[src/rtl/reg16.sv]
// reg16: WIDTH-bit load-enabled data register with asynchronous active-low reset.
//
// Interface timing: load is a plain capture enable, not a handshake. It is
// sampled only on the rising CLK edge together with d. There is no valid/ready
// pair and no busy indication. The register accepts a new word on every edge
// where load is logic 1. Any other load value, including X or Z, holds q.
//
// q is taken straight from the storage flops. Nothing downstream sees a
// combinational path from d, load or the CLK level.
module reg16 #(
    parameter int unsigned           WIDTH       = 16,
    parameter logic [WIDTH-1:0]      RESET_VALUE = '0
) (
    input  logic             CLK,
    input  logic             RSTN,
    input  logic [WIDTH-1:0] d,
    input  logic             load,
    output logic [WIDTH-1:0] q
);

    // Storage for the full word. All bits update together on one edge.
    logic [WIDTH-1:0] data_r;

    // Capture d on a loaded edge. Reset forces RESET_VALUE at once, without waiting for CLK.
    always_ff @(posedge CLK or negedge RSTN) begin
        if (!RSTN) begin
            data_r <= RESET_VALUE;
        end else if (load == 1'b1) begin
            // In four-state simulation an X or Z load makes this test false,
            // so the register holds rather than capturing.
            data_r <= d;
        end
    end

    assign q = data_r;

endmodule

[config.mk]
export PLATFORM = sky130hd
export DESIGN_NAME = reg16
export DESIGN_NICKNAME = d
export VERILOG_FILES = /design/src/rtl/reg16.sv
export SDC_FILE = /design/constraint.sdc
export NUM_CORES = 1
export LEC_CHECK = 0
export ABC_AREA = 1
export BUFFER_PORTS_ARGS = -buffer_cell sky130_fd_sc_hd__buf_2
export CAP_MARGIN = 10
export CORE_MARGIN = 2
export CORE_UTILIZATION = 45
export CTS_CLUSTER_DIAMETER = 200
export DETAILED_ROUTE_END_ITERATION = 8
export PLACE_DENSITY = 0.86
export SLEW_MARGIN = 0
export SYNTH_ARGS = -nofsm -noshare
export SYNTH_HDL_FRONTEND = slang
export SYNTH_SLANG_ARGS = --single-unit
[constraint.sdc]
create_clock -name CLK -period 1.1 [get_ports CLK]
set_input_delay 0.11 -clock CLK [delete_from_list [all_inputs] [get_ports CLK]]
set_output_delay 0.11 -clock CLK [all_outputs]
set_load 0.01 [all_outputs]
==> out/summary.txt, run 1 <==
TIMING
--------------------------------------------------------------------------------------------------------
Sum Neg Setup Slack                                                                                 0 ns
Max-slew violation total from the final report                                                         0
Transition time at the pin with the least slew margin                                           0.343 ns
Final hold violations                                                                                  0
Final-report setup violation count                                                                     0
Crit path time final                                                                            0.945 ns
Part of the cycle the worst path needs                                                             85.9%
Setup repair after global routing missed its margin                                                   no
Fmax                                                                                            1060 MHz
Worst hold-check slack                                                                         0.0164 ns
Max-slew headroom at the worst pin                                                                 77.1%
Post-Route Skew                                                                                     0 ns

GLOBAL ROUTING
--------------------------------------------------------------------------------------------------------
Wire length of the first global-routing pass                                                     2.02 mm
Global route overflow                                                                                  0
Number of global-route vias before repair                                                            472
Combined global-route utilization of all metal layers                                              15.8%
Initial antenna violation count                                                                        0
Pin count of the biggest net entering global routing                                                  18

CRITICAL PATH
--------------------------------------------------------------------------------------------------------
R2R depth                                                                                              2
Instance count on the critical path                                                                    1
Crit path DAT                                                                                    0.83 ns
Cell-by-cell trace of the critical path                                                            buf_2
Data required time of the worst path                                                             0.99 ns
Count of buffer and inverter cells on the critical path                                                1
Kind of end point of the critical path                                                       output port
Type of element launching the critical path                                                         flop
Type of the worst setup path                                                                flop to output port
CP max stage cell                                                                                dfrtp_1
Family with the most delay on the worst path                                                  flip-flops
CP Max Fanout                                                                                          2
Critical Path Max Stage Delay                                                                    0.40 ns

LOGIC SYNTHESIS
--------------------------------------------------------------------------------------------------------
Number of unique standard cell types used by synthesis                                                 6
Synth top cells by count                                                                    nand2_1, dfrtp_1, nand2_2, buf_6
Total of warnings raised by yosys                                                                      0
Sequential element share of the synthesized area                                                   62.1%
#FFs+latches synth                                                                                    16
Main synth FF type                                                                               dfrtp_1
Leading cell type by number of instances after synthesis                                         nand2_1
Fraction of synthesis flops using an asynchronous set or reset pin                                  100%
Mean area per synthesized cell                                                                  9.48 um2
Cell type with the largest total area after synthesis                                            dfrtp_1
Net Count, Synth                                                                                      87
Cell types occupying the most area after synthesis                                          dfrtp_1, nand2_1, nand2_2, buf_6, buf_12
Total standard cell area after synthesis                                                         644 um2
Number of synthesized flops with an enable pin                                                         0
Top-area cell type share of the netlist area                                                       62.1%
Synthesized instance count                                                                            68

POWER
--------------------------------------------------------------------------------------------------------
Cell leakage power                                                                              0.498 nW
Power Density                                                                                1430 nW/um2
Worst vdd ir                                                                                     1.07 mV
Total Power                                                                                      1.17 mW

FLOORPLAN
--------------------------------------------------------------------------------------------------------
Width of the die                                                                                 41.8 um
Placement Rows                                                                                        13
Top Ports                                                                                             35
Starting density of the core                                                                       48.9%
Core area                                                                                       1320 um2
Area enclosed by the die boundary                                                               1750 um2
Die Ht                                                                                           41.8 um

FINISH
--------------------------------------------------------------------------------------------------------
Final Net Count                                                                                      124
Cell Count, Final, Fillers Out                                                                       118
Area overhead of the layout relative to synthesis                                                  27.8%
Share of the core filled with cells in the final layout                                            62.5%
Total of fill cells in the finished design                                                           119
Layout cell share with drive strength beyond 1                                                     41.7%
Number of flip-flops in the largest register                                                          16
Diode count                                                                                            0

CLOCK NETWORK
--------------------------------------------------------------------------------------------------------
CTS buffer count                                                                                       3
Clock root buffer                                                                               clkbuf_4
Clk sink count                                                                                        16
Post-CTS Resized                                                                                       0
Clock Path Buffers                                                                                     2
Level count of the clock H-tree                                                                        1
Post-CTS clock slew at the launch and capture registers of the worst setup and hold paths        0.09 ns
Insertion delay to the later sink of the worst-skew pair                                         0.29 ns
TritonCTS clock tree                                                                               built

DRT
--------------------------------------------------------------------------------------------------------
Count of TritonRoute iterations in the first routing pass                                              4
Antenna-violating nets left                                                                            0
Routed length per placed instance                                                                10.9 um
Routed wire length                                                                               1.28 mm
Via count                                                                                            542
# DRC                                                                                                  0
Routed via count divided by cell count                                                              4.59
Iteration-0 DRC count of the detailed router                                                           7

PLACEMENT
--------------------------------------------------------------------------------------------------------
Number of input and output port buffers inserted                                                      34
Weighted congestion reported at the end of routability-driven placement                            0.660
Placed Cells incl. Taps                                                                              114

RUN STATUS
--------------------------------------------------------------------------------------------------------
Outcome                                                                                     finished, final reports clean

MIN PATH
--------------------------------------------------------------------------------------------------------
Worst hold path cell count                                                                             3
Hold/Removal Path Class                                                                     primary input to flop

RUN
--------------------------------------------------------------------------------------------------------
Number of maximum-capacitance violations                                                               0

stage by stage:
stage / setup slack (ns) / cell area, um2
detailed placement: 0.308 / 791
global placement: 0.343 / 791
CTS: 0.156 / 823
floorplan: 0.478 / 644
finish: 0.155 / 823
global route: 0.119 / 823
worst register-to-register path: cells and delay by family, from the launching register on:
family	cells	cell delay (ns)
DFF	1	0.39
and+or+nand+nor	2	0.13
power by group:
part | switching, mW | internal (mW)
clock | 0.182 | 0.127
sequential | 0.0290 | 0.640
combinational | 0.110 | 0.0859
kinds of logic (layout without fill, tap and decap cells):
logic type / Yosys count / in the layout / share of synthesized area (%)
buf+inv: 4 / 39 / 7.96
simple gates: 48 / 48 / 29.9
flops: 16 / 16 / 62.1
cell type report:
cell class              count  area (um2)  share of cell area, %
well taps                  15        18.8                   2.28
repair buffers             35         180                   21.9
flip-flops and latches     16         400                   48.6
multi-input cells          48         193                   23.4
clock buffers               3        22.5                   2.74
inverters                   1        8.76                   1.06
placed cells by master, fill, tap and decap left out, drive strengths merged:
master,instances
buf,34
dfrtp,16
clkbuf,3
inv,1
nand2,48
dlygate4sd3,1
final timing paths:
path                       start     to  slack [ns]
setup / recovery            q[4]   q[4]        0.16
hold / removal              d[3]   q[3]        0.02
setup reg to reg            q[0]   q[0]        0.48
hold reg to reg            q[10]  q[10]        0.47
max in group asynchronous   RSTN  q[10]        0.60
min in group asynchronous   RSTN  q[13]        0.25
what timing repair did:
item | 4_1_cts | 5_1_grt
buffers inserted | 0 | 0
endpoints found under the hold margin | 16 | 0
hold buffers | 1 | 0
per-layer routing:
| layer | wire length [um] | share of wire, % | global-route usage [%] |
|---|---|---|---|
| met5 | 0 | 0 | 0 |
| met4 | 32 | 2.5 | 9.68 |
| met3 | 66 | 5.2 | 2.61 |
| met2 | 666 | 52 | 25.9 |
| met1 | 517 | 40 | 19.1 |
Note: power is estimated with default switching activity, not from simulation.
==> inputs of run 2 (changes only) <==
--- a/config.mk
+++ b/config.mk
@@ -9,10 +9,10 @@
 export BUFFER_PORTS_ARGS = -buffer_cell sky130_fd_sc_hd__buf_2
 export CAP_MARGIN = 10
 export CORE_MARGIN = 2
-export CORE_UTILIZATION = 45
+export CORE_UTILIZATION = 30
 export CTS_CLUSTER_DIAMETER = 200
 export DETAILED_ROUTE_END_ITERATION = 8
-export PLACE_DENSITY = 0.86
+export PLACE_DENSITY = 0.63
 export SLEW_MARGIN = 0
 export SYNTH_ARGS = -nofsm -noshare
 export SYNTH_HDL_FRONTEND = slang
==> out/summary.txt, run 2 (synthesis results as in run 1) <==
RUN STATUS
--------------------------------------------------------------------------------------------------------
Outcome                                                                                     finished, final reports clean   unchanged

FINISH
--------------------------------------------------------------------------------------------------------
Area overhead of the layout relative to synthesis                                                  30.1%   was 27.8%
Final Net Count                                                                                      124   unchanged
Number of flip-flops in the largest register                                                          16   unchanged
Area of all placed cells without fillers                                                         838 um2   was 823 um2
Most common cell after layout, fill and taps aside                                               nand2_1   unchanged
Leading cell types in the layout, fill and taps excluded                                    nand2_1, buf_2, dfrtp_1, nand2_2, clkbuf_4   unchanged
Layout cell share with drive strength beyond 1                                                     41.7%   unchanged
Diode count                                                                                            0   unchanged

MIN PATH
--------------------------------------------------------------------------------------------------------
Capture endpoint of the worst hold path                                                             q[0]   was q[3]
Startpoint of the worst hold path                                                                   d[0]   was d[3]
Hold/Removal Path Class                                                                     primary input to flop   unchanged
Worst hold path cell count                                                                             3   unchanged

PLACEMENT
--------------------------------------------------------------------------------------------------------
Worst slack at placement                                                                        0.306 ns   was 0.308 ns
Number of input and output port buffers inserted                                                      34   unchanged
Weighted congestion reported at the end of routability-driven placement                            0.630   was 0.660
Cell area after placement                                                                        806 um2   was 791 um2
Detail Placement HPWL                                                                            1.03 mm

CRITICAL PATH
--------------------------------------------------------------------------------------------------------
Family with the most delay on the worst path                                                  flip-flops   unchanged
CP max stage cell                                                                                dfrtp_1   unchanged
Data required time of the worst path                                                             0.99 ns   about the same
Reg2reg setup slack                                                                              0.47 ns   was 0.48 ns
Type of the worst setup path                                                                flop to output port   unchanged
Type of element launching the critical path                                                         flop   unchanged
CP Max Fanout                                                                                          2   unchanged
Count of buffer and inverter cells on the critical path                                                1   unchanged
R2R depth                                                                                              2   unchanged
FF-to-FF End                                                                                       q[11]   was q[0]
Cell-by-cell trace of the critical path                                                            buf_2   unchanged
Kind of end point of the critical path                                                       output port   unchanged
Crit path DAT                                                                                    0.83 ns   about the same
Crit Reg-Reg Startpoint                                                                            q[11]   was q[0]
Critical Path Max Stage Delay                                                                    0.40 ns   about the same

TIMING
--------------------------------------------------------------------------------------------------------
Fmax                                                                                            1070 MHz   was 1060 MHz
Crit path time final                                                                            0.939 ns   was 0.945 ns
Final hold violations                                                                                  0   unchanged
Worst hold-check slack                                                                         0.0266 ns   was 0.0164 ns
Part of the cycle the worst path needs                                                             85.3%   was 85.9%
Final-report setup violation count                                                                     0   unchanged
Setup repair after global routing missed its margin                                                   no   unchanged
Max-slew headroom at the worst pin                                                                 76.3%   was 77.1%
Sum Neg Setup Slack                                                                                 0 ns   unchanged
Final WS setup                                                                                  0.161 ns   was 0.155 ns
Max-slew violation total from the final report                                                         0   unchanged
Transition time at the pin with the least slew margin                                           0.355 ns   was 0.343 ns
Post-Route Skew                                                                                     0 ns   unchanged

GLOBAL ROUTING
--------------------------------------------------------------------------------------------------------
Global route overflow                                                                                  0   unchanged
Pin count of the biggest net entering global routing                                                  18   unchanged
Combined global-route utilization of all metal layers                                              12.3%   was 15.8%
Wire length of the first global-routing pass                                                     2.30 mm   was 2.02 mm
Number of global-route vias before repair                                                            532   was 472
Initial antenna violation count                                                                        0   unchanged

RUN
--------------------------------------------------------------------------------------------------------
Number of maximum-capacitance violations                                                               0   unchanged

FLOORPLAN
--------------------------------------------------------------------------------------------------------
Core area                                                                                       2000 um2   was 1320 um2
Top Ports                                                                                             35   unchanged
Die Ht                                                                                           50.3 um   was 41.8 um
Area enclosed by the die boundary                                                               2530 um2   was 1750 um2
Placement Rows                                                                                        16   was 13
Width of the die                                                                                 50.3 um   was 41.8 um
Starting density of the core                                                                       32.2%   was 48.9%

CLOCK NETWORK
--------------------------------------------------------------------------------------------------------
Level count of the clock H-tree                                                                        1   unchanged
CTS buffer count                                                                                       3   unchanged
Clk sink count                                                                                        16   unchanged
Post-CTS clock slew at the launch and capture registers of the worst setup and hold paths        0.08 ns   was 0.09 ns
TritonCTS clock tree                                                                               built   unchanged
Clock root buffer                                                                               clkbuf_4   unchanged
Clock Path Buffers                                                                                     2   unchanged
Insertion delay to the later sink of the worst-skew pair                                         0.28 ns   was 0.29 ns

DRT
--------------------------------------------------------------------------------------------------------
Via count                                                                                            544   was 542
Routed length per placed instance                                                                10.5 um   was 10.9 um
Antenna-violating nets left                                                                            0   unchanged
Routed wire length                                                                               1.36 mm   was 1.28 mm
Count of TritonRoute iterations in the first routing pass                                              4   unchanged
Iteration-0 DRC count of the detailed router                                                           9   was 7
Routed via count divided by cell count                                                              4.18   was 4.59
# DRC                                                                                                  0   unchanged

POWER
--------------------------------------------------------------------------------------------------------
Cell leakage power                                                                              0.498 nW   unchanged
Power Density                                                                                1390 nW/um2   was 1430 nW/um2
Worst vdd ir                                                                                    0.704 mV   was 1.07 mV

run 2: cell counts in the layout (fill, tap and decap cells not counted):
No cell type changed its count.
run 2: worst max-delay path by stage:
stage / endpoint / start / cells after the start
after floorplan: q[11] / q[11] / 2
after global placement: q[15] / load / 4
after detailed placement: q[7] / load / 4
after CTS: q[11] / q[11] / 1
after global routing: q[11] / q[11] / 1
final: q[11] / q[11] / 1
run 2: through the flow:
step | utilization, % | instances | power (mW)
floorplan | - | 68 | 0.786
global placement | 40.3 | 126 | 0.876
detailed placement | 40.3 | 126 | 0.881
CTS | 41.9 | 130 | 1.18
global route | 41.9 | 130 | 1.24
finish | 41.9 | 130 | 1.16
run 2: timing repair:
action,in CTS,in global routing
gates resized for setup,0,0
hold endpoints to repair,16,0
buffers inserted,0,0
hold buffers,1,0
run 2: metal layers:
layer	part of all wire [%]	GRT usage, %	up-vias
li1	-	-	273
met1	40	15.0	242
met2	48	19.3	27
met3	11	6.25	2
met4	1.0	2.70	0
met5	0	0	-
run 2: power breakdown:
group	internal (mW)	total, mW	switching, mW
registers	0.640	0.669	0.0292
logic	0.0860	0.198	0.112
clock network	0.127	0.295	0.168
total	0.853	1.16	0.310
run 2: area by class of cell:
type                    instances  area [um2]
fillers                       211        1160
inverters                       1        8.76
multi-input cells              48         193
flip-flops and latches         16         400
clock buffers                   3        22.5
repair buffers                 35         180
well taps                      27        33.8
==> inputs of run 3 (changes only) <==
--- a/config.mk
+++ b/config.mk
@@ -5,14 +5,15 @@
 export SDC_FILE = /design/constraint.sdc
 export NUM_CORES = 1
 export LEC_CHECK = 0
-export ABC_AREA = 1
 export BUFFER_PORTS_ARGS = -buffer_cell sky130_fd_sc_hd__buf_2
 export CAP_MARGIN = 10
 export CORE_MARGIN = 2
 export CORE_UTILIZATION = 30
 export CTS_CLUSTER_DIAMETER = 200
 export DETAILED_ROUTE_END_ITERATION = 8
-export PLACE_DENSITY = 0.63
+export MAX_ROUTING_LAYER = met4
+export PLACE_DENSITY = 0.62
+export RECOVER_POWER = 25
 export SLEW_MARGIN = 0
 export SYNTH_ARGS = -nofsm -noshare
 export SYNTH_HDL_FRONTEND = slang
==> out/summary.txt, run 3 <==
FLOORPLAN
--------------------------------------------------------------------------------------------------------
Area enclosed by the die boundary                                                               2550 um2   was 2530 um2
Placement Rows                                                                                        16   unchanged
Starting density of the core                                                                       32.4%   was 32.2%
Core area                                                                                       2000 um2   unchanged
Top Ports                                                                                             35   unchanged
Width of the die                                                                                 50.5 um   was 50.3 um
Die Ht                                                                                           50.5 um   was 50.3 um

CRITICAL PATH
--------------------------------------------------------------------------------------------------------
Crit path DAT                                                                                    0.81 ns   was 0.83 ns
Data required time of the worst path                                                             0.99 ns   about the same
Family with the most delay on the worst path                                                  flip-flops   unchanged
Instance count on the critical path                                                                    1   unchanged
Reg2reg setup slack                                                                              0.33 ns   was 0.47 ns
CP Max Fanout                                                                                          2   unchanged
CP max stage cell                                                                                dfrtp_1   unchanged
Type of element launching the critical path                                                         flop   unchanged
R2R depth                                                                                              1   was 2
FF-to-FF End                                                                                       q[11]   unchanged
Cell-by-cell trace of the critical path                                                            buf_2   unchanged
Critical Path Max Stage Delay                                                                    0.39 ns   was 0.40 ns
Type of the worst setup path                                                                flop to output port   unchanged
Crit Reg-Reg Startpoint                                                                            q[11]   unchanged
Count of buffer and inverter cells on the critical path                                                1   unchanged
Kind of end point of the critical path                                                       output port   unchanged

GLOBAL ROUTING
--------------------------------------------------------------------------------------------------------
Number of global-route vias before repair                                                            455   was 532
Global route overflow                                                                                  0   unchanged
Initial antenna violation count                                                                        0   unchanged
Combined global-route utilization of all metal layers                                              11.6%   was 12.3%
Pin count of the biggest net entering global routing                                                  17   was 18
Wire length of the first global-routing pass                                                     2.06 mm   was 2.30 mm

CLOCK NETWORK
--------------------------------------------------------------------------------------------------------
Buffers inserted during post-CTS setup optimization                                                    0   unchanged
TritonCTS clock tree                                                                               built   unchanged
Clock root buffer                                                                               clkbuf_4   unchanged
Post-CTS clock slew at the launch and capture registers of the worst setup and hold paths        0.09 ns   was 0.08 ns
Clk sink count                                                                                        16   unchanged
Post-CTS Resized                                                                                       0   unchanged
Insertion delay to the later sink of the worst-skew pair                                         0.28 ns   about the same
Hold buffer count at cts                                                                               1   unchanged
CTS buffer count                                                                                       3   unchanged
Clock Path Buffers                                                                                     2   unchanged
Level count of the clock H-tree                                                                        1   unchanged

PLACEMENT
--------------------------------------------------------------------------------------------------------
Detail Placement HPWL                                                                             896 um   was 1.03 mm
Placed Cells incl. Taps                                                                               94   was 126
Worst slack at placement                                                                        0.257 ns   was 0.306 ns
Number of input and output port buffers inserted                                                      34   unchanged
Weighted congestion reported at the end of routability-driven placement                            0.638   was 0.630

TIMING
--------------------------------------------------------------------------------------------------------
Post-Route Skew                                                                                     0 ns   unchanged
Final-report setup violation count                                                                     0   unchanged
Fmax                                                                                            1080 MHz   was 1070 MHz
Crit path time final                                                                            0.923 ns   was 0.939 ns
Max-slew violation total from the final report                                                         0   unchanged
Max-slew headroom at the worst pin                                                                 74.1%   was 76.3%
Transition time at the pin with the least slew margin                                           0.388 ns   was 0.355 ns
Sum Neg Setup Slack                                                                                 0 ns   unchanged
Part of the cycle the worst path needs                                                             83.9%   was 85.3%
Setup repair after global routing missed its margin                                                   no   unchanged
Final WS setup                                                                                  0.177 ns   was 0.161 ns
Final hold violations                                                                                  0   unchanged

LOGIC SYNTHESIS
--------------------------------------------------------------------------------------------------------
Mean area per synthesized cell                                                                  19.1 um2   was 9.48 um2
Fraction of synthesis flops using an asynchronous set or reset pin                                  100%   unchanged
Leading cell type by number of instances after synthesis                                         dfrtp_1   was nand2_1
Sequential element share of the synthesized area                                                   61.7%   was 62.1%
Number of synthesized flops with an enable pin                                                         0   unchanged
Number of unique standard cell types used by synthesis                                                 5   was 6
Synth top cells by count                                                                    dfrtp_1, mux2_4, mux2_2, buf_12, buf_6   was nand2_1, dfrtp_1, nand2_2, buf_6
Synthesized instance count                                                                            34   was 68
Top-area cell type share of the netlist area                                                       61.7%   was 62.1%
Total standard cell area after synthesis                                                         649 um2   was 644 um2
Net Count, Synth                                                                                      53   was 87
Total of warnings raised by yosys                                                                      0   unchanged
Cell types occupying the most area after synthesis                                          dfrtp_1, mux2_4, mux2_2, buf_12, buf_6   was dfrtp_1, nand2_1, nand2_2, buf_6, buf_12
#FFs+latches synth                                                                                    16   unchanged
Main synth FF type                                                                               dfrtp_1   unchanged
Cell type with the largest total area after synthesis                                            dfrtp_1   unchanged

FINISH
--------------------------------------------------------------------------------------------------------
Leading cell types in the layout, fill and taps excluded                                    buf_2, dfrtp_1, mux2_4, mux2_2, clkbuf_4   was nand2_1, buf_2, dfrtp_1, nand2_2, clkbuf_4
Most common cell after layout, fill and taps aside                                                 buf_2   was nand2_1
Cell Count, Final, Fillers Out                                                                        99   was 130
Number of flip-flops in the largest register                                                          16   unchanged
Diode count                                                                                            0   unchanged
Area overhead of the layout relative to synthesis                                                  36.8%   was 30.1%
Share of the core filled with cells in the final layout                                            44.4%   was 41.9%
Final Net Count                                                                                       92   was 124
Layout cell share with drive strength beyond 1                                                     76.4%   was 41.7%

DRT
--------------------------------------------------------------------------------------------------------
Antenna-violating nets left                                                                            0   unchanged
Count of TritonRoute iterations in the first routing pass                                              2   was 4
Routed wire length                                                                               1.18 mm   was 1.36 mm
# DRC                                                                                                  0   unchanged
Iteration-0 DRC count of the detailed router                                                           5   was 9
Routed via count divided by cell count                                                              4.25   was 4.18
Routed length per placed instance                                                                11.9 um   was 10.5 um
Via count                                                                                            421   was 544

MIN PATH
--------------------------------------------------------------------------------------------------------
Startpoint of the worst hold path                                                                   d[1]   was d[0]
Hold/Removal Path Class                                                                     primary input to flop   unchanged
Capture endpoint of the worst hold path                                                             q[1]   was q[0]
Worst hold path cell count                                                                             2   was 3

POWER
--------------------------------------------------------------------------------------------------------
Switch share                                                                                       23.2%   was 26.7%
Power Density                                                                                1450 nW/um2   was 1390 nW/um2
Comb pwr share                                                                                     18.9%   was 17.1%
Fraction of power consumed by the clock network                                                    28.8%   was 25.4%
Worst vdd ir                                                                                    0.814 mV   was 0.704 mV
Sw Pwr                                                                                          0.299 mW   was 0.310 mW
Internal portion of total power                                                                 0.992 mW   was 0.853 mW
Fraction of power consumed by sequential logic                                                     52.3%   was 57.5%
Cell leakage power                                                                              0.462 nW   was 0.498 nW

RUN STATUS
--------------------------------------------------------------------------------------------------------
Outcome                                                                                     finished, final reports clean   unchanged

RUN
--------------------------------------------------------------------------------------------------------
Number of maximum-capacitance violations                                                               0   unchanged

-- run 3: cell families after synthesis --
| kind of cell | synth area share (%) |
|---|---|
| muxes | 33.5 |
| DFF | 61.7 |
| buffers and inverters | 4.82 |
-- run 3: worst max-delay path by stage --
| stage | from | to | slack [ns] |
|---|---|---|---|
| 2_1_floorplan | q[10] | q[10] | 0.32 |
| 3_3_place_gp | load | q[15] | 0.27 |
| 3_5_place_dp | load | q[0] | 0.26 |
| 4_1_cts | q[11] | q[11] | 0.16 |
| 5_1_grt | q[7] | q[7] | 0.12 |
| 6_report | q[11] | q[11] | 0.18 |
-- run 3: area by class of cell --
cell class	instances	area [um2]
fill	187	1110
sequential	16	400
multi-input combinational	16	218
timing repair buffer	36	200
clock buffer	4	36.3
tap	27	33.8
-- run 3: through the flow --
| stage | power [mW] | hold slack (ns) | cell area (um2) |
|---|---|---|---|
| after floorplan | 0.822 | -0.186 | 649 |
| after global placement | 0.929 | 0.0392 | 842 |
| after detailed placement | 0.932 | 0.0364 | 842 |
| after CTS | 1.32 | 0.0473 | 888 |
| after global routing | 1.37 | 0.0421 | 888 |
| final | 1.29 | 0.0575 | 888 |
-- run 3: per-layer routing --
metal	GRT usage, %	routed length (um)	vias to the layer above
met5	-	0	-
met1	12.9	488	198
met2	18.2	536	30
met3	6.55	151	0
li1	-	-	193
met4	2.70	0	0
-- run 3: power by group through the flow --
stage | clock, mW | sequential [mW] | combinational, mW
2_1_floorplan | 0 | 0.716 | 0.106
3_3_place_gp | 0 | 0.686 | 0.243
3_5_place_dp | 0 | 0.686 | 0.246
4_1_cts | 0.389 | 0.676 | 0.250
5_1_grt | 0.423 | 0.686 | 0.265
6_report | 0.371 | 0.675 | 0.244
